==> config.mk <==
export PLATFORM = sky130hd
export DESIGN_NAME = stopwatch_ctrl
export DESIGN_NICKNAME = d
export VERILOG_FILES = /design/src/rtl/stopwatch_pkg.sv /design/src/rtl/btn_edge_sync.sv /design/src/rtl/stopwatch_ctrl.sv
export SDC_FILE = /design/constraint.sdc
export NUM_CORES = 1
export LEC_CHECK = 0
export CAP_MARGIN = 0
export CELL_PAD_IN_SITES_DETAIL_PLACEMENT = 0
export CELL_PAD_IN_SITES_GLOBAL_PLACEMENT = 1
export CORE_ASPECT_RATIO = 0.9
export CORE_MARGIN = 8
export CORE_UTILIZATION = 39
export CTS_BUF_LIST = sky130_fd_sc_hd__clkbuf_4
export DETAILED_ROUTE_END_ITERATION = 8
export GPL_TIMING_DRIVEN = 0
export HOLD_SLACK_MARGIN = 0.03
export PLACE_DENSITY = 0.66
export SLEW_MARGIN = 20
export SYNTH_ARGS = -nofsm -noshare
export SYNTH_HDL_FRONTEND = slang
export SYNTH_HIERARCHICAL = 1
export SYNTH_SLANG_ARGS = --single-unit
==> constraint.sdc <==
create_clock -name clk -period 2.7 [get_ports clk]
set_clock_uncertainty 0.1 [all_clocks]
set_input_delay 0.675 -clock clk [delete_from_list [all_inputs] [get_ports clk]]
set_output_delay 0.675 -clock clk [all_outputs]
set_load 0.05 [all_outputs]
==> src/rtl/stopwatch_pkg.sv <==
// stopwatch_pkg: shared state encoding and default tick divider for the stopwatch controller
package stopwatch_pkg;
  typedef enum logic [1:0] {
    IDLE  = 2'd0,
    RUN   = 2'd1,
    PAUSE = 2'd2,
    LAP   = 2'd3
  } sw_state_t;
  localparam int TICK_DIV_DEFAULT = 500000;
endpackage

==> src/rtl/btn_edge_sync.sv <==
// btn_edge_sync: button synchronizer plus registered rising-edge detector, one press per hold
module btn_edge_sync #(
  parameter int SYNC_STAGES = 2
) (
  input  logic clk,
  input  logic reset,
  input  logic btn,
  output logic press
);
  logic [SYNC_STAGES-1:0] sync;
  logic [SYNC_STAGES-1:0] vld;
  logic prev;
  logic armed;
  // armed only after a genuine low sample, so a button held through reset stays silent
  always_ff @(posedge clk or posedge reset)
    if (reset) begin
      sync  <= '0;
      vld   <= '0;
      prev  <= 1'b0;
      armed <= 1'b0;
      press <= 1'b0;
    end else begin
      sync  <= {sync[SYNC_STAGES-2:0], btn};
      vld   <= {vld[SYNC_STAGES-2:0], 1'b1};
      prev  <= sync[SYNC_STAGES-1];
      armed <= armed | (vld[SYNC_STAGES-1] & ~sync[SYNC_STAGES-1]);
      press <= sync[SYNC_STAGES-1] & ~prev & armed;
    end
endmodule

==> src/rtl/stopwatch_ctrl.sv <==
// stopwatch_ctrl: two-button stopwatch FSM with tick prescaler, saturation stop and lap hold
module stopwatch_ctrl
  import stopwatch_pkg::*;
#(
  parameter int TICK_DIV    = TICK_DIV_DEFAULT,
  parameter int SYNC_STAGES = 2
) (
  input  logic       clk,
  input  logic       reset,
  input  logic       btn_start_stop,
  input  logic       btn_lap_reset,
  input  logic       max_reached,
  output logic       tick_en,
  output logic       cnt_clr,
  output logic       disp_hold,
  output logic       running,
  output logic [1:0] state
);
  localparam int PW = $clog2(TICK_DIV);
  localparam logic [PW-1:0] LAST = PW'(TICK_DIV - 1);
  sw_state_t cur, nxt;
  logic [PW-1:0] presc, presc_nxt;
  logic ss, lr, active, wrap, tick_nxt, clr_nxt;
  btn_edge_sync #(.SYNC_STAGES(SYNC_STAGES)) u_ss (
    .clk(clk), .reset(reset), .btn(btn_start_stop), .press(ss)
  );
  btn_edge_sync #(.SYNC_STAGES(SYNC_STAGES)) u_lr (
    .clk(clk), .reset(reset), .btn(btn_lap_reset), .press(lr)
  );
  // saturation outranks buttons; start/stop outranks lap/reset
  always_comb begin
    active    = cur == RUN || cur == LAP;
    wrap      = active && presc == LAST;
    tick_nxt  = wrap && !max_reached;
    presc_nxt = active ? (wrap ? '0 : presc + PW'(1)) : (cur == IDLE ? '0 : presc);
    nxt       = cur;
    clr_nxt   = 1'b0;
    if (wrap && max_reached) nxt = PAUSE;
    else if (ss) nxt = active ? PAUSE : RUN;
    else if (lr) begin
      nxt     = cur == RUN ? LAP : cur == LAP ? RUN : IDLE;
      clr_nxt = cur == IDLE || cur == PAUSE;
    end
  end
  always_ff @(posedge clk or posedge reset)
    if (reset) begin
      cur     <= IDLE;
      presc   <= '0;
      tick_en <= 1'b0;
      cnt_clr <= 1'b0;
    end else begin
      cur     <= nxt;
      presc   <= presc_nxt;
      tick_en <= tick_nxt;
      cnt_clr <= clr_nxt;
    end
  assign state     = cur;
  assign disp_hold = cur == LAP;
  assign running   = active;
endmodule

==> run_results.csv <==
group,metric,value,unit
cells_and_area,final_cells,227,
routing,wl_per_cell,14.8,um
placement,dp_cells,219,
pwr,p_int,0.886,mW
sta,rsz0062_at_grt,"no",
clock_tree,root_buffer,"clkbuf_4",
worst_setup_path,required,1.92,ns
clock_tree,cts_hold_buf,0,
clock_tree,clock_path_buffers,2,
pwr,clkPwrFrac,21.1,%
routing,drtIter0Drc,71,
cells_and_area,diodes,0,
worst_setup_path,startpoint_type,"flop",
worst_setup_path,reg2reg_depth,5,
clock_tree,postCtsSetupBuffers,0,
hold_path,hp-start,"u_lr/sync[0]",
cells_and_area,drive_gt1_share,10.1,%
pwr,power,1.44,mW
placement,finalWeightedCongestion,0.833,
logic_synthesis,seq_area_frac_synth,55.2,%
routing,wirelength,3350,um
cells_and_area,finalNetCount,184,
global_routing,grt_pass1_vias,1210,
placement,portBuffers,10,
floorplanning,std_cell_rows,22,
sta,min_period,2.47,ns
pwr,pwr-share-seq,44.9,%
cells_and_area,layout_common_cells,"dfrtp_1 (37), nand2_1 (17), nor2_1 (16)",
logic_synthesis,ys_types,41,
clock_tree,cts_buffers,5,
worst_setup_path,cp_max_fo,6,
worst_setup_path,criticalPathCategory,"flop to primary output",
cells_and_area,layout_commonest_cell,"dfrtp_1",
cells_and_area,design_area,1890,um^2
routing,num_vias,1232,
sta,tightest_slew,0.930,ns
status,status,"completed",
worst_setup_path,r2r_start,"presc[6]",
logic_synthesis,yosysTopAreaCell,"dfrtp_1",
global_routing,grt_usage,11.4,%
logic_synthesis,syn-cell-area,1680,um^2
clock_tree,htreeDepth,2,
pwr,p_sw,0.559,mW
global_routing,grt_pass1_wl,6070,um
floorplanning,top_level_ports,11,
clock_tree,cts.clk_slew.worst_paths,0.11,ns
pwr,ir_worst_vdd,0.330,mV
worst_setup_path,r2r_slack,0.66,ns
routing,antenna_left,0,
global_routing,grt_antenna_before_repair,0,
global_routing,grt_max_degree,24,
global_routing,gr-total-overflow,0,
pwr,p_per_area,764,nW/um^2
worst_setup_path,path_cells,"clkdlybuf4s50_1",
placement,dp_hpwl,2410,um
hold_path,hp-class,"flop to flop",
logic_synthesis,syn_area_per_cell,10.4,um^2
sta,max_slew_margin,37.9,%
logic_synthesis,synthArstFlopShare,100,%
placement,place_area,1840,um^2
routing,via_per_inst,5.43,
run,drv_cap,0,
logic_synthesis,ys_warn_count,6,
pwr,comb_power_share,34.1,%
floorplanning,die_height,78.2,um
pwr,p_leak,0.813,nW
logic_synthesis,synth_edf_count,0,
routing,drc,0,
worst_setup_path,cp_slowest_stage_delay,0.86,ns
sta,setup_viol,0,
cells_and_area,syn2layout_area_growth,12.8,%
worst_setup_path,worstReg2RegEnd,"presc[5]",
routing,first_pass_iters,4,
worst_setup_path,crit_buf_inv,1,
hold_path,hold-path-cell-count,0,
logic_synthesis,ys_ff_latch,37,
sta,drv_slew,0,
worst_setup_path,arrival,1.69,ns
floorplanning,initial_core_util,40.9,%
logic_synthesis,ys.flop_type,"dfrtp_1",
worst_setup_path,cp-end-kind,"primary output",
clock_tree,clk_latency,0.34,ns
logic_synthesis,synthCells,161,
sta,hold_viol,0,
clock_tree,cts_tree,"yes",
clock_tree,cts.sinks,37,
floorplanning,die_w,85.1,um
worst_setup_path,cpLargestDelayFamily,"buffers and inverters",
worst_setup_path,slowest_stage,"clkdlybuf4s50_1",
floorplanning,dieArea,6660,um^2
sta,fin_tns_setup,0,ns
pwr,switching_share,38.7,%
sta,min_period_over_period,91.4,%
logic_synthesis,synth_area_leaders,"dfrtp_1 (55%), nand2_1 (3.8%), nor2_1 (3.6%)",
logic_synthesis,syn-num-nets,167,
sta,timing.fmax,405,MHz
logic_synthesis,synth_top_cell_area_share,55.2,%
cells_and_area,num-fill-cells,394,
hold_path,hold_path_end,"u_lr/sync[1]",
floorplanning,core,4100,um^2
## per-stage QoR
stage	utilization (%)	hold WS (ns)	setup WS, ns
floorplan	-	0.231	0.185
global placement	44.8	0.232	0.151
detailed placement	44.8	0.235	0.121
CTS	46.2	0.260	0.0256
global route	46.1	0.271	0.169
finish	46.1	0.259	0.233
## kinds of logic after synthesis
family	Yosys count	share of synthesized area, %
other	2	0.448
flip-flops	37	55.2
XOR/XNOR	10	5.22
AND/OR/NAND/NOR	69	21.9
AO/OA/AOI/OAI	26	12.0
multiplexers	1	0.597
adder cells (fa/ha/maj)	1	0.746
buffers and inverters	15	3.81
## routing by layer
metal / up-vias / GRT usage, % / routed length [um]
met5: - / 0 / 0
met4: 0 / 4.09 / 37
met3: 5 / 3.85 / 255
met2: 39 / 15.8 / 1390
met1: 591 / 16.0 / 1670
li1: 597 / - / -
## cell type report
| cell class | count | area, um^2 | share of cell area, % |
|---|---|---|---|
| Clock inverter | 1 | 7.51 | 0.397 |
| Inverter | 10 | 37.5 | 1.99 |
| Multi-Input combinational cell | 109 | 687 | 36.3 |
| Sequential cell | 37 | 926 | 49.0 |
| Buffer | 5 | 26.3 | 1.39 |
| Tap cell | 48 | 60.1 | 3.18 |
| Clock buffer | 7 | 52.6 | 2.78 |
| Timing Repair Buffer | 10 | 93.8 | 4.96 |
## cell usage after synthesis (3+ instances only)
cell       n
and3_1     3
nor3_1     3
clkbuf_1   3
o21ai_0    7
xnor2_1    4
nor2_1    16
dfrtp_1   37
inv_1     10
o22ai_1    3
nand4_1    5
xor2_1     6
a21o_1     3
nand3_1   10
nand2_1   17
## repair_timing
action,4_1_cts,5_1_grt
pin swaps,0,0
resized for setup,2,2
setup endpoints to repair,2,1
hold endpoints to repair,0,0
## power groups by stage
stage               logic [mW]  registers, mW  clock network (mW)
finish                   0.492          0.648               0.304
detailed placement       0.507          0.659                   0
CTS                      0.499          0.648               0.317
global route             0.540          0.657               0.339
global placement         0.503          0.657                   0
floorplan                0.305          0.704                   0
## flip-flops by register name, summed over array words and instances (netlist names)
| signal | cells |
|---|---|
| u_lr/sync | 2 |
| u_lr/prev | 1 |
| state | 2 |
| tick_en | 1 |
| u_ss/armed | 1 |
| u_lr/armed | 1 |
| u_lr/press | 1 |
| u_ss/vld | 2 |
| u_ss/sync | 2 |
| u_ss/prev | 1 |
| u_ss/press | 1 |
| u_lr/vld | 2 |
| cnt_clr | 1 |
| presc | 19 |
## worst max-delay path by stage
stage	start	end	slack [ns]	cells after the start
2_1_floorplan	state[0]	disp_hold	0.18	3
3_3_place_gp	state[0]	disp_hold	0.15	4
3_5_place_dp	state[0]	disp_hold	0.12	4
4_1_cts	state[0]	disp_hold	0.03	4
5_1_grt	state[1]	state[1]	0.17	1
6_report	state[1]	state[1]	0.23	1
No activity file was read; power rests on OpenSTA's default activity.
